**src/rtl/mem_arbiter_pkg.sv**
```systemverilog
// rtl/mem_arbiter_pkg.sv - shared SoC constants for the memory arbiter
package mem_arbiter_pkg;

   localparam int PORT_I            = 0;
   localparam int PORT_D            = 1;
   localparam int MEM_WORDS_DEFAULT = 256;

   // Byte address is valid when it falls below words*4; widened so huge sizes cannot overflow
   function automatic logic addr_in_range(input logic [31:0] addr, input int words);
      return ({2'b00, addr} < ({2'b00, 32'(words)} << 2));
   endfunction

endpackage

```
**src/rtl/mem_arbiter_rr_arb2.sv**
```systemverilog
// rtl/mem_arbiter_rr_arb2.sv - two-requester round-robin arbiter with registered last-grant pointer
module rr_arb2
   import mem_arbiter_pkg::*;
(
   input  logic       clk,
   input  logic       rst,
   input  logic [1:0] req,
   output logic [1:0] gnt
);

   // 1 when the D port holds the most recent grant; reset to I so D wins the first tie
   logic last_d_q;

   // Grant the lone requester, or on a tie the port that was not served last
   always_comb begin
      gnt = 2'b00;
      if (!rst) begin
         if (req[PORT_I] && req[PORT_D]) begin
            if (last_d_q) gnt[PORT_I] = 1'b1;
            else          gnt[PORT_D] = 1'b1;
         end else begin
            gnt = req;
         end
      end
   end

   // Remember who was granted so the next tie goes the other way
   always_ff @(posedge clk) begin
      if (rst) begin
         last_d_q <= 1'b0;
      end else if (gnt[PORT_D]) begin
         last_d_q <= 1'b1;
      end else if (gnt[PORT_I]) begin
         last_d_q <= 1'b0;
      end
   end

endmodule

```
**src/rtl/mem_arbiter.sv**
```systemverilog
// rtl/mem_arbiter.sv - arbitrates an instruction port and a data port onto one synchronous memory
module mem_arbiter
   import mem_arbiter_pkg::*;
#(
   parameter int MEM_WORDS = MEM_WORDS_DEFAULT
) (
   input  logic        clk,
   input  logic        rst,
   input  logic        i_req,
   input  logic [31:0] i_addr,
   output logic        i_gnt,
   output logic [31:0] i_rdata,
   output logic        i_rvalid,
   input  logic        d_req,
   input  logic [31:0] d_addr,
   input  logic [31:0] d_wdata,
   input  logic [3:0]  d_wmask,
   output logic        d_gnt,
   output logic [31:0] d_rdata,
   output logic        d_rvalid,
   output logic        d_err,
   output logic [31:0] mem_addr,
   output logic        mem_ren,
   output logic [31:0] mem_wdata,
   output logic [3:0]  mem_wmask,
   input  logic [31:0] mem_rdata,
   output logic [31:0] cnt_i,
   output logic [31:0] cnt_d
);

   logic [1:0]  gnt;
   logic [31:0] sel_addr;
   logic        sel_in_range;
   logic        sel_is_write;
   logic        any_gnt;
   logic        pend_i_q;
   logic        pend_d_q;
   logic        pend_oor_q;
   logic [31:0] cnt_i_q;
   logic [31:0] cnt_d_q;

   rr_arb2 u_arb (
      .clk (clk),
      .rst (rst),
      .req ({d_req, i_req}),
      .gnt (gnt)
   );

   assign i_gnt   = gnt[PORT_I];
   assign d_gnt   = gnt[PORT_D];
   assign any_gnt = i_gnt | d_gnt;

   // Steer the granted port onto the memory; out-of-range accesses never touch it
   always_comb begin
      sel_addr     = d_gnt ? d_addr : i_addr;
      sel_in_range = addr_in_range(sel_addr, MEM_WORDS);
      sel_is_write = d_gnt && (d_wmask != 4'b0000);
      mem_addr     = sel_addr;
      mem_wdata    = d_wdata;
      mem_ren      = any_gnt && sel_in_range && !sel_is_write;
      mem_wmask    = (sel_is_write && sel_in_range) ? d_wmask : 4'b0000;
   end

   // Track which port owns the response due next cycle and whether it was out of range
   always_ff @(posedge clk) begin
      if (rst) begin
         pend_i_q   <= 1'b0;
         pend_d_q   <= 1'b0;
         pend_oor_q <= 1'b0;
      end else begin
         pend_i_q   <= i_gnt;
         pend_d_q   <= d_gnt && (!sel_is_write || !sel_in_range);
         pend_oor_q <= any_gnt && !sel_in_range;
      end
   end

   // Per-port grant counters, free-running with natural wrap
   always_ff @(posedge clk) begin
      if (rst) begin
         cnt_i_q <= 32'd0;
         cnt_d_q <= 32'd0;
      end else begin
         if (i_gnt) cnt_i_q <= cnt_i_q + 32'd1;
         if (d_gnt) cnt_d_q <= cnt_d_q + 32'd1;
      end
   end

   // Responses are masked during reset so a read caught by reset never surfaces
   always_comb begin
      i_rvalid = pend_i_q && !rst;
      d_rvalid = pend_d_q && !rst;
      i_rdata  = (i_rvalid && !pend_oor_q) ? mem_rdata : 32'd0;
      d_rdata  = (d_rvalid && !pend_oor_q) ? mem_rdata : 32'd0;
      d_err    = d_rvalid && pend_oor_q;
   end

   assign cnt_i = cnt_i_q;
   assign cnt_d = cnt_d_q;

endmodule
```
**config.mk**
```make
export PLATFORM = sky130hd
export DESIGN_NAME = mem_arbiter
export DESIGN_NICKNAME = d
export VERILOG_FILES = /design/src/rtl/mem_arbiter_pkg.sv /design/src/rtl/mem_arbiter_rr_arb2.sv /design/src/rtl/mem_arbiter.sv
export SDC_FILE = /design/constraint.sdc
export NUM_CORES = 1
export LEC_CHECK = 0
export CORE_AREA = 3 3 132 134
export DETAILED_ROUTE_END_ITERATION = 6
export DIE_AREA = 0 0 135 137
export DONT_BUFFER_PORTS = 1
export GPL_ROUTABILITY_DRIVEN = 0
export GPL_TIMING_DRIVEN = 0
export PLACE_DENSITY = 0.51
export SETUP_SLACK_MARGIN = 0.2
export SLEW_MARGIN = 20
export SYNTH_ARGS = -nofsm -noshare
export SYNTH_HDL_FRONTEND = slang
export SYNTH_SLANG_ARGS = --single-unit
```
**constraint.sdc**
```tcl
create_clock -name clk -period 1.7 [get_ports clk]
set_input_delay 0.17 -clock clk [delete_from_list [all_inputs] [get_ports clk]]
set_output_delay 0.17 -clock clk [all_outputs]
set_load 0.01 [all_outputs]
```
==> run metrics <==
die height=137 um; Hold Path Depth=2; Worst Path Buf+Inv=1; Final Cycle Share=107.1%; Via Count=4384; Yosys reg bits=68; CP Capture Type=flop; number of synthesized flops with an enable pin=0; RSZ-0062 raised after global routing=true; Worst Clk Skew=0.004869 ns; final hold slack=0.1193 ns; non-filler instance count after layout=846; DR iter-0 viols=201; IO Count=338; failing checks=negative setup slack; syn avg cell area=7.917 um2; post-synthesis cell area=4378 um2; dpl cells=773; crit-path cells=nand4_1, or4_4, buf_4, nor4_4, xnor2_1, nor2_1; Critical R2R Launch=cnt_d[16]$_SDFFE_PP0N_; Core ar.=16410 um2; vias per cell=5.182; Worst Setup Path Type=flop to flop; Hold Startpoint=i_req; Max Cap Viol=0; status=complete, but fails checks; Worst Reg-to-Reg Cells=6; Port Buf Inserts=0; Crit path required time=1.91 ns; reg2reg end=cnt_d[23]$_SDFFE_PP0N_; ANT cells=0; unique cell type count in the Yosys netlist=45; syn_nets=691; Clk pin slew, worst setup/hold paths=0.06 ns; Worst slew margin=52.76%; Main synth FF type=dfxtp_1; delay-heaviest family, CP=simple AND/OR/NAND/NOR gates; H-tree Lvls=3; final worst setup slack=-0.1202 ns; drt wl/cell=22.55 um; Slowest Stage Delay on Critical Path=0.58 ns; Sum Neg Setup Slack=-2.952 ns; FF+latch area=1483 um2; FP Rows=47; minimum clock period after layout=1.820 ns; TritonRoute pass-1 iters=6; fraction of layout cells with a size suffix above 1=54.95%; fillers=1583; setup slack at placement=-0.6472 ns; min-delay worst type=input pin to flop; Root Buffer=clkbuf_16; vias in the first global route=4381; highest-delay cell along the critical path=or4_4; TritonCTS clock tree=yes; Final HPWL DP=14.18 mm; first-pass GRT wire length=26.04 mm; PD cells=628.0 nW/um2; Finish-stage setup viols=55; Leakage=2.755 nW; area of the multi-input gates=3377 um2; initial core utilization=26.68%; Layout Nets=759; Clk Latency, worst-skew pair=0.33 ns; Synth async-reset ratio=0%; Final ANT Viol Nets=0; die area=18500 um2; DR DRC count=0; initial antenna violation count=0; Die X=135 um; remaining global-route overflow=0; gr usage total=18.71%; largest net degree at the start of global routing=12; Hold EP=pend_i_q$_SDFF_PP0_; final hold vios=0; register area share after synthesis=31.09%; Worst Max-Slew Pin Slew=0.7086 ns; R2R Setup Slk=-0.12 ns; Arr. time, crit path=2.03 ns; Ys Warns=0; Fmax=0.5494 GHz; TritonCTS Buffers=9; Mapped Cells=553; CTS sink count=68; WP depth=6; worst vdd ir=0.4254 mV; critical path peak fanout=5; CP startpoint kind=flop; total wire length=19.08 mm; Clock Tree Buf Depth=2; Layout Area Growth over Synthesis=54.04%; Pins Over Slew Limit=0
-- routing by layer --
metal / GRT usage, % / vias up / routed length, um / share of wire, %
met2: 37.02 / 238 / 10480 / 55
met1: 17.14 / 2118 / 6264 / 33
li1: - / 1995 / - / -
met3: 5.772 / 33 / 1607 / 8.4
met4: 9.239 / 0 / 733 / 3.8
met5: 0 / - / 0 / 0
-- Yosys cell counts (5+ instances only) --
library cell	instances	area share (%)
dfxtp_1	68	31
and2_1	66	9.4
nor2_1	65	5.6
nand2_1	58	5.0
buf_4	32	5.5
nand3_1	23	2.6
xnor2_1	23	4.6
mux2_2	22	5.7
xor2_1	22	4.4
nand4_1	20	2.9
clkbuf_1	19	1.6
a21oi_1	14	1.6
nor4_1	14	2.0
inv_1	12	1.0
o21ai_0	10	1.1
or3_1	10	1.4
and3_1	7	1.0
nor2b_1	7	1.0
nor3_1	7	0.80
buf_2	6	0.69
nor3_2	6	1.4
and4_1	5	1.0
nor4_2	5	1.4
-- how the worst max path moves through the flow --
stage / slack (ns) / from / endpoint
floorplan: 0.06 / cnt_d[9]$_SDFFE_PP0N_ / cnt_d[30]$_SDFFE_PP0N_
global placement: -0.62 / rst / d_rdata[18]
detailed placement: -0.65 / rst / d_rdata[18]
CTS: -0.08 / cnt_d[8]$_SDFFE_PP0N_ / cnt_d[30]$_SDFFE_PP0N_
global route: -0.21 / cnt_i[7]$_SDFFE_PP0P_ / cnt_i[23]$_SDFFE_PP0P_
finish: -0.12 / cnt_d[16]$_SDFFE_PP0N_ / cnt_d[23]$_SDFFE_PP0N_
-- where the power goes --
group          total [mW]  internal (mW)  switching [mW]
logic               0.640          0.324           0.316
clock network        1.99           1.28           0.709
registers            1.61           1.58          0.0308
total                4.23           3.18            1.06
-- layout by cell type, fill, tap and decap left out, drive strengths merged, types with 14 or more instances in the layout --
| cell type | Yosys | final |
|---|---|---|
| dfxtp | 68 | 68 |
| nand2 | 58 | 58 |
| xnor2 | 23 | 23 |
| buf | 39 | 97 |
| a21oi | 15 | 15 |
| xor2 | 22 | 22 |
| nor2 | 65 | 65 |
| mux2 | 24 | 24 |
| nand4 | 23 | 23 |
| nand3 | 24 | 24 |
| nor3 | 14 | 14 |
| and2 | 66 | 66 |
| clkbuf | 19 | 27 |
| nor4 | 19 | 19 |
-- area by class of cell --
cell class,instances,share of cell area (%)
Timing Repair Buffer,57,10.04
Buffer,58,8.497
Clock buffer,11,3.451
Multi-Input combinational cell,415,50.07
Clock inverter,5,1.132
Inverter,12,0.7421
Tap cell,220,4.082
Sequential cell,68,21.99
-- state kept, by name, indices dropped and copies added, names as in the netlist --
signal and count:
pend_oor_q 1, u_arb.last_d_q 1, pend_i_q 1, pend_d_q 1, cnt_i 32, cnt_d 32
-- cells by family after synthesis --
family / synth area share, %
compound gates: 4.544
xor+xnor: 9.002
buf+inv: 9.088
flops: 31.09
fa+ha+maj: 0.5715
simple gates: 39.53
mux: 6.173
-- repair_timing --
item	4_1_cts	5_1_grt
gates resized for setup	199	76
endpoints found under the hold margin	2	0
hold buffers	2	0
pin swaps	89	56
setup endpoints to repair	166	152
gates cloned	8	5
setup buffers	32	10
-- worst reg2reg max path, stage by stage, from the launching register on --
cell,delay (ns)
dfxtp_4,0.38
nand4_1,0.17
or4_4,0.58
buf_4,0.17
nor4_4,0.17
xnor2_1,0.16
nor2_1,0.05
-- per-stage QoR --
step	total power, mW	util (%)	area (um2)
CTS	4.248	38.38	6297
finish	4.235	41.10	6744
global placement	2.061	29.96	4916
detailed placement	2.064	29.96	4916
floorplan	1.969	-	4641
global route	4.399	41.10	6744
Note: power is estimated with default switching activity, not from simulation.
